### src/rtl/duty_meter_pkg.sv
// Shared types and constants for the duty-cycle meter and its percentage divider.
package duty_meter_pkg;

    localparam int PCT_W     = 7;
    localparam int DIV_STEPS = 7;
    localparam int PCT_SCALE = 100;

    typedef enum logic [1:0] {
        IDLE    = 2'd0,
        ARM     = 2'd1,
        MEASURE = 2'd2,
        DIVIDE  = 2'd3
    } state_e;

endpackage

### src/rtl/pct_divider.sv
// Sequential restoring divider: quotient = floor(dividend_hi * 100 / divisor),
// one quotient bit per clock, MSB first. The final bit is presented combinationally with done.
module pct_divider
    import duty_meter_pkg::*;
#(
    parameter int CNT_W = 16
) (
    input  logic             clk,
    input  logic             rst_n,
    input  logic             start,
    input  logic             abort,
    input  logic [CNT_W-1:0] dividend_hi,
    input  logic [CNT_W-1:0] divisor,
    output logic             busy,
    output logic             done,
    output logic [PCT_W-1:0] quotient
);

    localparam int DVD_W  = CNT_W + PCT_W;
    localparam int STEP_W = $clog2(DIV_STEPS + 1);
    localparam logic [DVD_W-1:0]  SCALE     = DVD_W'(PCT_SCALE);
    localparam logic [STEP_W-1:0] STEP_LOAD = STEP_W'(DIV_STEPS);
    localparam logic [STEP_W-1:0] STEP_LAST = STEP_W'(1);

    logic [CNT_W-1:0]  rem_q, rem_d;
    logic [CNT_W-1:0]  dvs_q, dvs_d;
    logic [PCT_W-1:0]  lo_q, lo_d;
    logic [PCT_W-2:0]  quo_q, quo_d;
    logic [STEP_W-1:0] step_q, step_d;
    logic [DVD_W-1:0]  dividend;
    logic [CNT_W:0]    trial;
    logic              qbit;

    always_comb begin
        dividend = {{PCT_W{1'b0}}, dividend_hi} * SCALE;
        trial    = {rem_q, lo_q[PCT_W-1]};
        qbit     = (trial >= {1'b0, dvs_q});

        rem_d  = rem_q;
        dvs_d  = dvs_q;
        lo_d   = lo_q;
        quo_d  = quo_q;
        step_d = step_q;

        if (abort) begin
            step_d = '0;
        end else if (start) begin
            // hi <= per keeps the quotient below 2^PCT_W, so the upper dividend bits
            // are already smaller than the divisor and can seed the remainder directly.
            rem_d  = dividend[DVD_W-1:PCT_W];
            lo_d   = dividend[PCT_W-1:0];
            dvs_d  = divisor;
            quo_d  = '0;
            step_d = STEP_LOAD;
        end else if (step_q != '0) begin
            rem_d  = qbit ? (trial[CNT_W-1:0] - dvs_q) : trial[CNT_W-1:0];
            lo_d   = {lo_q[PCT_W-2:0], 1'b0};
            quo_d  = {quo_q[PCT_W-3:0], qbit};
            step_d = step_q - STEP_LAST;
        end

        busy     = (step_q != '0);
        done     = (step_q == STEP_LAST) && !abort && !start;
        quotient = {quo_q, qbit};
    end

    always_ff @(posedge clk) begin
        if (!rst_n) begin
            rem_q  <= '0;
            dvs_q  <= '0;
            lo_q   <= '0;
            quo_q  <= '0;
            step_q <= '0;
        end else begin
            rem_q  <= rem_d;
            dvs_q  <= dvs_d;
            lo_q   <= lo_d;
            quo_q  <= quo_d;
            step_q <= step_d;
        end
    end

endmodule

### src/rtl/duty_cycle_meter.sv
// Duty-cycle meter: measures high time and period of sig_in in clk cycles, rising edge to
// rising edge, and reports floor(high*100/period) after a 7-cycle background division.
//
// state   | meaning
// IDLE    | disabled, results held
// ARM     | waiting for a rising edge to open the first period
// MEASURE | counting the current period
// DIVIDE  | dividing the previous period while counting the next one
module duty_cycle_meter
    import duty_meter_pkg::*;
#(
    parameter int CNT_W = 16
) (
    input  logic             clk,
    input  logic             rst_n,
    input  logic             enable,
    input  logic             sig_in,
    output logic [CNT_W-1:0] high_cnt,
    output logic [CNT_W-1:0] period_cnt,
    output logic [PCT_W-1:0] duty_pct,
    output logic             valid,
    output logic             overflow,
    output logic             missed
);

    localparam logic [CNT_W-1:0] CNT_ONE = CNT_W'(1);
    localparam logic [CNT_W-1:0] CNT_MAX = '1;

    state_e           state_q, state_d;
    logic             s1_q, s2_q, s3_q;
    logic             rise;
    logic [CNT_W-1:0] per_ctr_q, per_ctr_d, hi_ctr_q, hi_ctr_d;
    logic [CNT_W-1:0] per_inc, hi_inc;
    logic [CNT_W-1:0] snap_per_q, snap_per_d, snap_hi_q, snap_hi_d;
    logic [CNT_W-1:0] high_cnt_q, high_cnt_d, period_cnt_q, period_cnt_d;
    logic [PCT_W-1:0] duty_pct_q, duty_pct_d;
    logic             valid_q, valid_d;
    logic             overflow_q, overflow_d;
    logic             missed_q, missed_d;
    logic             div_miss_q, div_miss_d;
    logic             div_start, div_abort, div_busy, div_done;
    logic [PCT_W-1:0] div_quot;

    pct_divider #(
        .CNT_W (CNT_W)
    ) u_div (
        .clk         (clk),
        .rst_n       (rst_n),
        .start       (div_start),
        .abort       (div_abort),
        .dividend_hi (hi_ctr_q),
        .divisor     (per_ctr_q),
        .busy        (div_busy),
        .done        (div_done),
        .quotient    (div_quot)
    );

    always_comb begin
        rise      = s2_q & ~s3_q;
        per_inc   = per_ctr_q + CNT_ONE;
        hi_inc    = hi_ctr_q + CNT_W'(s2_q);
        div_abort = ~enable;

        state_d      = state_q;
        per_ctr_d    = per_ctr_q;
        hi_ctr_d     = hi_ctr_q;
        snap_per_d   = snap_per_q;
        snap_hi_d    = snap_hi_q;
        high_cnt_d   = high_cnt_q;
        period_cnt_d = period_cnt_q;
        duty_pct_d   = duty_pct_q;
        valid_d      = 1'b0;
        overflow_d   = overflow_q;
        missed_d     = missed_q;
        div_miss_d   = div_miss_q;
        div_start    = 1'b0;

        if (!enable) begin
            state_d = IDLE;
        end else begin
            unique case (state_q)
                IDLE: state_d = ARM;
                ARM: begin
                    if (rise) begin
                        per_ctr_d = CNT_ONE;
                        hi_ctr_d  = CNT_ONE;
                        state_d   = MEASURE;
                    end
                end
                MEASURE: begin
                    if (rise) begin
                        snap_per_d = per_ctr_q;
                        snap_hi_d  = hi_ctr_q;
                        per_ctr_d  = CNT_ONE;
                        hi_ctr_d   = CNT_ONE;
                        div_start  = 1'b1;
                        div_miss_d = 1'b0;
                        state_d    = DIVIDE;
                    end else if (per_inc == CNT_MAX) begin
                        per_ctr_d  = CNT_MAX;
                        overflow_d = 1'b1;
                        state_d    = ARM;
                    end else begin
                        per_ctr_d = per_inc;
                        hi_ctr_d  = hi_inc;
                    end
                end
                DIVIDE: begin
                    if (rise) begin
                        per_ctr_d  = CNT_ONE;
                        hi_ctr_d   = CNT_ONE;
                        missed_d   = 1'b1;
                        div_miss_d = 1'b1;
                    end else begin
                        per_ctr_d = per_inc;
                        hi_ctr_d  = hi_inc;
                    end
                    // A period dropped during this division keeps missed set past its own valid.
                    if (div_done) begin
                        high_cnt_d   = snap_hi_q;
                        period_cnt_d = snap_per_q;
                        duty_pct_d   = div_quot;
                        valid_d      = 1'b1;
                        overflow_d   = 1'b0;
                        if (!div_miss_q && !rise) begin
                            missed_d = 1'b0;
                        end
                        state_d = MEASURE;
                    end else if (!div_busy) begin
                        state_d = MEASURE;
                    end
                end
                default: state_d = IDLE;
            endcase
        end
    end

    always_ff @(posedge clk) begin
        if (!rst_n) begin
            state_q      <= IDLE;
            s1_q         <= 1'b0;
            s2_q         <= 1'b0;
            s3_q         <= 1'b0;
            per_ctr_q    <= '0;
            hi_ctr_q     <= '0;
            snap_per_q   <= '0;
            snap_hi_q    <= '0;
            high_cnt_q   <= '0;
            period_cnt_q <= '0;
            duty_pct_q   <= '0;
            valid_q      <= 1'b0;
            overflow_q   <= 1'b0;
            missed_q     <= 1'b0;
            div_miss_q   <= 1'b0;
        end else begin
            state_q      <= state_d;
            s1_q         <= sig_in;
            s2_q         <= s1_q;
            s3_q         <= s2_q;
            per_ctr_q    <= per_ctr_d;
            hi_ctr_q     <= hi_ctr_d;
            snap_per_q   <= snap_per_d;
            snap_hi_q    <= snap_hi_d;
            high_cnt_q   <= high_cnt_d;
            period_cnt_q <= period_cnt_d;
            duty_pct_q   <= duty_pct_d;
            valid_q      <= valid_d;
            overflow_q   <= overflow_d;
            missed_q     <= missed_d;
            div_miss_q   <= div_miss_d;
        end
    end

    assign high_cnt   = high_cnt_q;
    assign period_cnt = period_cnt_q;
    assign duty_pct   = duty_pct_q;
    assign valid      = valid_q;
    assign overflow   = overflow_q;
    assign missed     = missed_q;

endmodule

### config.mk
export PLATFORM = sky130hd
export DESIGN_NAME = duty_cycle_meter
export DESIGN_NICKNAME = d
export VERILOG_FILES = /design/src/rtl/duty_meter_pkg.sv /design/src/rtl/pct_divider.sv /design/src/rtl/duty_cycle_meter.sv
export SDC_FILE = /design/constraint.sdc
export NUM_CORES = 1
export LEC_CHECK = 0
export CELL_PAD_IN_SITES_DETAIL_PLACEMENT = 0
export CELL_PAD_IN_SITES_GLOBAL_PLACEMENT = 2
export CORE_ASPECT_RATIO = 0.9
export CORE_MARGIN = 5
export CORE_UTILIZATION = 25
export CTS_BUF_LIST = sky130_fd_sc_hd__clkbuf_8
export DETAILED_ROUTE_END_ITERATION = 10
export GPL_TIMING_DRIVEN = 0
export PLACE_DENSITY_LB_ADDON = 0.1
export SYNTH_ARGS = -nofsm -noshare
export SYNTH_HDL_FRONTEND = slang
export SYNTH_SLANG_ARGS = --single-unit
### constraint.sdc
create_clock -name clk -period 6.85 [get_ports clk]
set_input_delay 1.37 -clock clk [delete_from_list [all_inputs] [get_ports clk]]
set_output_delay 1.37 -clock clk [all_outputs]
set_load 0.03 [all_outputs]
-- Word-level counts from Yosys, hierarchy flattened
Cells that the tools add are included.
- bits in registers: 160
- bits in latches: 0
- memory bits (writable): 0
- memory bits (read-only): 0
- input port bits: 4
- logic and storage cells: 103
- memories kept: 0
- $add $sub $neg: 4
- multiply operators: 1
- divide/modulo/power cells: 0
- $lt $le $gt $ge: 1
- eq/ne operators: 14
- shift operators: 0
- multiplexer cells: 38
- bitwise gates (word level): 2
- reduce and logical (&&, ||, !) cells: 23
- operators by type and width (operator ; count):
    16-bit 2-to-1 mux ; 10
    16-bit case mux with 3 select lines ; 2
    16-bit by 5-bit multiplier with 21-bit output, second input constant ; 1
    17-bit by 16-bit >= comparator with 1-bit output ; 1
    16-bit by 1-bit adder with 16-bit output ; 1
    16-bit by 1-bit adder with 16-bit output, second input constant ; 1
    16-bit equality test, second input constant ; 1
    16-bit subtractor ; 1
    3-bit AND reduction ; 5
    7-bit 2-to-1 mux ; 2
    1-bit 2-to-1 mux ; 12
    6-bit 2-to-1 mux ; 2
    2-bit inequality test, second input constant ; 6
    2-bit 2-to-1 mux ; 5
    3-bit inequality test, second input constant ; 3
    2-bit case mux with 4 select lines ; 1
    2-bit AND reduction ; 4
    4-bit AND reduction ; 2
    3-bit 2-to-1 mux ; 2
    3-bit nonzero test ; 2
    5-bit AND reduction ; 1
    2-bit equality test, second input constant ; 2
    1-bit case mux with 2 select lines ; 2
    2-bit nonzero test ; 2
    other kinds (8) ; 12

-- Logic depth before layout (Yosys ltp)
- word-level depth: 9
- mapped depth: 14

-- Hierarchy
A second synthesis with hierarchy kept.
- cell total of the unflattened synthesis: 1162
- area total of the unflattened synthesis: 9132.5 um^2
- modules (own cells, without submodules) (module ; times used ; cells an instance ; area each (um^2) ; sequential area each (um^2)):
    duty_cycle_meter ; 1 ; 600 ; 4636.9 ; 2242.2
    pct_divider ; 1 ; 562 ; 4495.6 ; 920.9

-- Worst setup path after synthesis
No wires, ideal clock.
- path kind: register -> register
- start point: register hi_ctr_q[6]
- end point: register u_div.rem_q[15]
- arrival time: 3.020 ns
- data required time: 6.763 ns
- setup slack: 3.743 ns
- cell stages (with the launch flop): 15
- buffers on the path: 0
- clock period less this slack: 3.107 ns
- path through: dfxtp_1 ha_1 ha_1 inv_1 fa_1 inv_1 ha_1 or3_1 o21ai_0 a211o_1 a31oi_1 a31oi_1 xnor2_1 nor2_1 o31ai_1
- cells in the longest elaborated chain, start to end: 2
- ends and longest elaborated chain (item ; RTL line ; text):
    start, declared ; duty_cycle_meter.sv:32 ; logic [CNT_W-1:0] per_ctr_q, per_ctr_d, hi_ctr_q, hi_ctr_d;
    start signal, assigned ; duty_cycle_meter.sv:161 ; hi_ctr_q <= hi_ctr_d;
    16-bit by 5-bit multiplier with 21-bit output ; pct_divider.sv:35 ; dividend = {{PCT_W{1'b0}}, dividend_hi} * SCALE;
    16-bit 2-to-1 mux ; pct_divider.sv:47 ; end else if (start) begin
    end signal, assigned ; pct_divider.sv:75 ; rem_q <= rem_d;
    end, declared ; pct_divider.sv:25 ; logic [CNT_W-1:0] rem_q, rem_d;
Every way passes these cells.
A chain may end at the register's enable or synchronous reset.

-- Worst setup path in the final report
- start point: register hi_ctr_q[3]
- end point: register u_div.rem_q[15]
The elaborated chain is that of the path after synthesis.

==> impl_metrics.tcl <==
set metrics [dict create \
    drtIter0Drc 442 \
    multi_input_area_mm2 0.00508 \
    grt_pass1_vias 7868 \
    power_density_mw_per_mm2 168 \
    clk_pin_slew_ns 0.10 \
    post-route-min-period_ns 3.67 \
    maxSlewHeadroom_pct 34.6 \
    yosys.area.top_type "dfxtp_1" \
    post-route-cell-area_mm2 0.0101 \
    tightest_slew_ns 0.971 \
    async_flop_share_pct 0 \
    p_sw_share_pct 26.3 \
    drt-total-wl_um 30100 \
    synthTopCellsByArea "dfxtp_1, ha_1, nand2_1" \
    cp_cell_sequence "ha_1 -> ha_1 -> fa_1 -> ha_1 -> a211o_1 -> o211ai_1 -> a211o_1 -> a31oi_1 -> a31oi_1 -> xnor2_1 -> nor2_1 -> o31ai_1" \
    placeableCoreArea_mm2 0.0348 \
    cp.buffers_inverters 0 \
    synth_seq_cells 158 \
    layout.cells.non_filler 1640 \
    wl_per_cell_um 18.4 \
    finalCritPeriodShare_pct 53.5 \
    antenna_found_initial 1 \
    die_area_mm2 0.0388 \
    synth_edf_count 0 \
    viasPerCell 4.72 \
    drv_slew 0 \
    maxCapViolCount 0 \
    dp_hpwl_um 23400 \
    peakVddDrop_mv 0.141 \
    yosys_warnings 0 \
    yosysSeqAreaShare_pct 36.2 \
    status "completed" \
    initial_core_util_pct 25.1 \
    tritoncts "yes" \
    fp.dieH_um 187 \
    holdWs_ns 0.446 \
    pwr-share-seq_pct 54.0 \
    critical_path_class "flop to flop" \
    grt_max_degree 17 \
    critPathMaxStageDelay_ns 0.49 \
    numPortBuffers 43 \
    vias 7744 \
    cts_root_buffer "clkbuf_8" \
    post_synth.cell_area_avg_um2 7.97 \
    area_growth_pct 16.1 \
    ff_latch_area_mm2 0.00316 \
    synth_cell_type_count 61 \
    setup_viol 0 \
    overflow 0 \
    gp_congestion 0.746 \
    insertion_delay_ns 0.48 \
    grt.total_usage_pct 15.4 \
    grt_pass1_wl_um 46900 \
    rsz0062_at_grt "no" \
    dp.cells 1608 \
    cts_resized 0 \
    syn-cell-area_mm2 0.00874 \
    cts_max_level 4 \
    intPower_mw 1.26 \
    critPathSlowestCell "dfxtp_1" \
    cts.sinks 158 \
    final_common_cell "nand2_1" \
    drive_above_1_share_pct 4.78 \
    min_path_type "flop to flop" \
    hold_violations 0 \
    synthFlopType "dfxtp_1" \
    cpMostUsedCell "ha_1" \
    crit_family "adder cells" \
    p_leak_nw 3.90 \
    final_net_count 1249 \
    critPathMaxFanout 6 \
    cts_buffers 17 \
    fin_skew_ns 0.0201 \
    fillers 3981 \
    finalSetupTns_ns 0 \
    syn-instance-count 1096 \
    rows 65 \
    cp.required_ns 7.25 \
    synth.net_count 1187 \
    p_clk_share_pct 43.5 \
    die_x_um 207 \
    cts_hold_buf 0 \
    critPathCaptureType "flop" \
    power.switching_uw 448 \
    final_cell_mix "nand2_1, a21oi_1, dfxtp_1" \
    cts_buffer_depth 2 \
    arrival_ns 4.06 \
    first_pass_iters 6 \
    combPwrFrac_pct 2.4 \
    n_antenna_cell 0 \
    max_freq_mhz 273 \
    io_pins 46 \
    synth_top_area_share_pct 36.2 \
    drc 0 \
    ant_nets 0 \
    place_area_mm2 0.00975 \
    cts_setup_buffers 0 \
    finalPower_mw 1.70 \
    startpoint_type "flop" \
]
[cells by family after synthesis]
group                      count (synthesis)  synth area share, %
and+or+nand+nor                          382                 20.0
AOI/OAI and AO/OA                        297                 19.9
DFF                                      158                 36.2
buffers and inverters                    128                 5.69
adders and majority gates                 87                 13.5
xor gates and xnor gates                  33                 3.31
muxes                                     11                 1.35
[routing by layer]
metal	vias to the layer above	track usage [%]	share of wire, %
met2	76	24.5	45
li1	3910	-	-
met1	3744	22.4	52
met3	14	2.35	2.4
met5	-	0	0
met4	0	2.62	0.70
[flip-flops by register name, summed over array words and instances (netlist names), 6 cells and up]
register,count
snap_hi_q,16
u_div.quo_q,6
u_div.dvs_q,16
per_ctr_q,16
snap_per_q,16
period_cnt,16
hi_ctr_q,16
u_div.rem_q,16
high_cnt,16
duty_pct,7
[final cells by class]
class                           instances  share of cell area [%]
Multi-Input combinational cell        810                    50.0
Sequential cell                       158                    31.2
Clock buffer                           17                    2.31
Timing Repair Buffer                   43                    4.24
Buffer                                 59                    2.34
Clock inverter                         15                    1.57
Inverter                               69                    2.55
Tap cell                              469                    5.78
[worst reg2reg max path, stage by stage, from the launching register on]
cell      delay, ns
dfxtp_1        0.49
ha_1           0.29
ha_1           0.32
fa_1           0.46
ha_1           0.38
a211o_1        0.14
o211ai_1       0.19
a211o_1        0.35
a31oi_1        0.23
a31oi_1        0.14
xnor2_1        0.29
nor2_1         0.08
o31ai_1        0.22
[metrics by stage]
step,worst slack (ns),utilization (%)
floorplan,3.74,-
global placement,2.86,28.0
detailed placement,2.94,28.0
CTS,3.17,29.1
global route,2.98,29.1
finish,3.18,29.1
[power by group through the flow]
stage	combinational (mW)	clock, mW	sequential, mW
floorplan	0.0233	0	0.942
global placement	0.0429	0	0.942
detailed placement	0.0422	0	0.942
CTS	0.0424	0.767	0.921
global route	0.0458	0.800	0.922
finish	0.0414	0.742	0.921
[worst paths after layout]
check / startpoint / endpoint / slack [ns] / cells past startpoint
worst max-delay path: hi_ctr_q[3] / u_div.rem_q[15] / 3.18 / 12
worst min-delay path: s1_q / s2_q / 0.45 / 1
worst max register to register: hi_ctr_q[3] / u_div.rem_q[15] / 3.18 / 12
worst min register to register: s1_q / s2_q / 0.45 / 1
[synthesized netlist by cell type (10+ instances only)]
master,instances
inv_1,69
nand2_1,219
dfxtp_1,158
and3_1,16
nor2_1,41
a31oi_1,15
ha_1,75
clkbuf_1,51
o21ai_0,49
or3_1,13
a21o_1,13
fa_1,12
xnor2_1,25
nand3_1,26
a21oi_1,160
nor3_1,14
nand4_1,10
No activity file was read; power rests on OpenSTA's default activity.
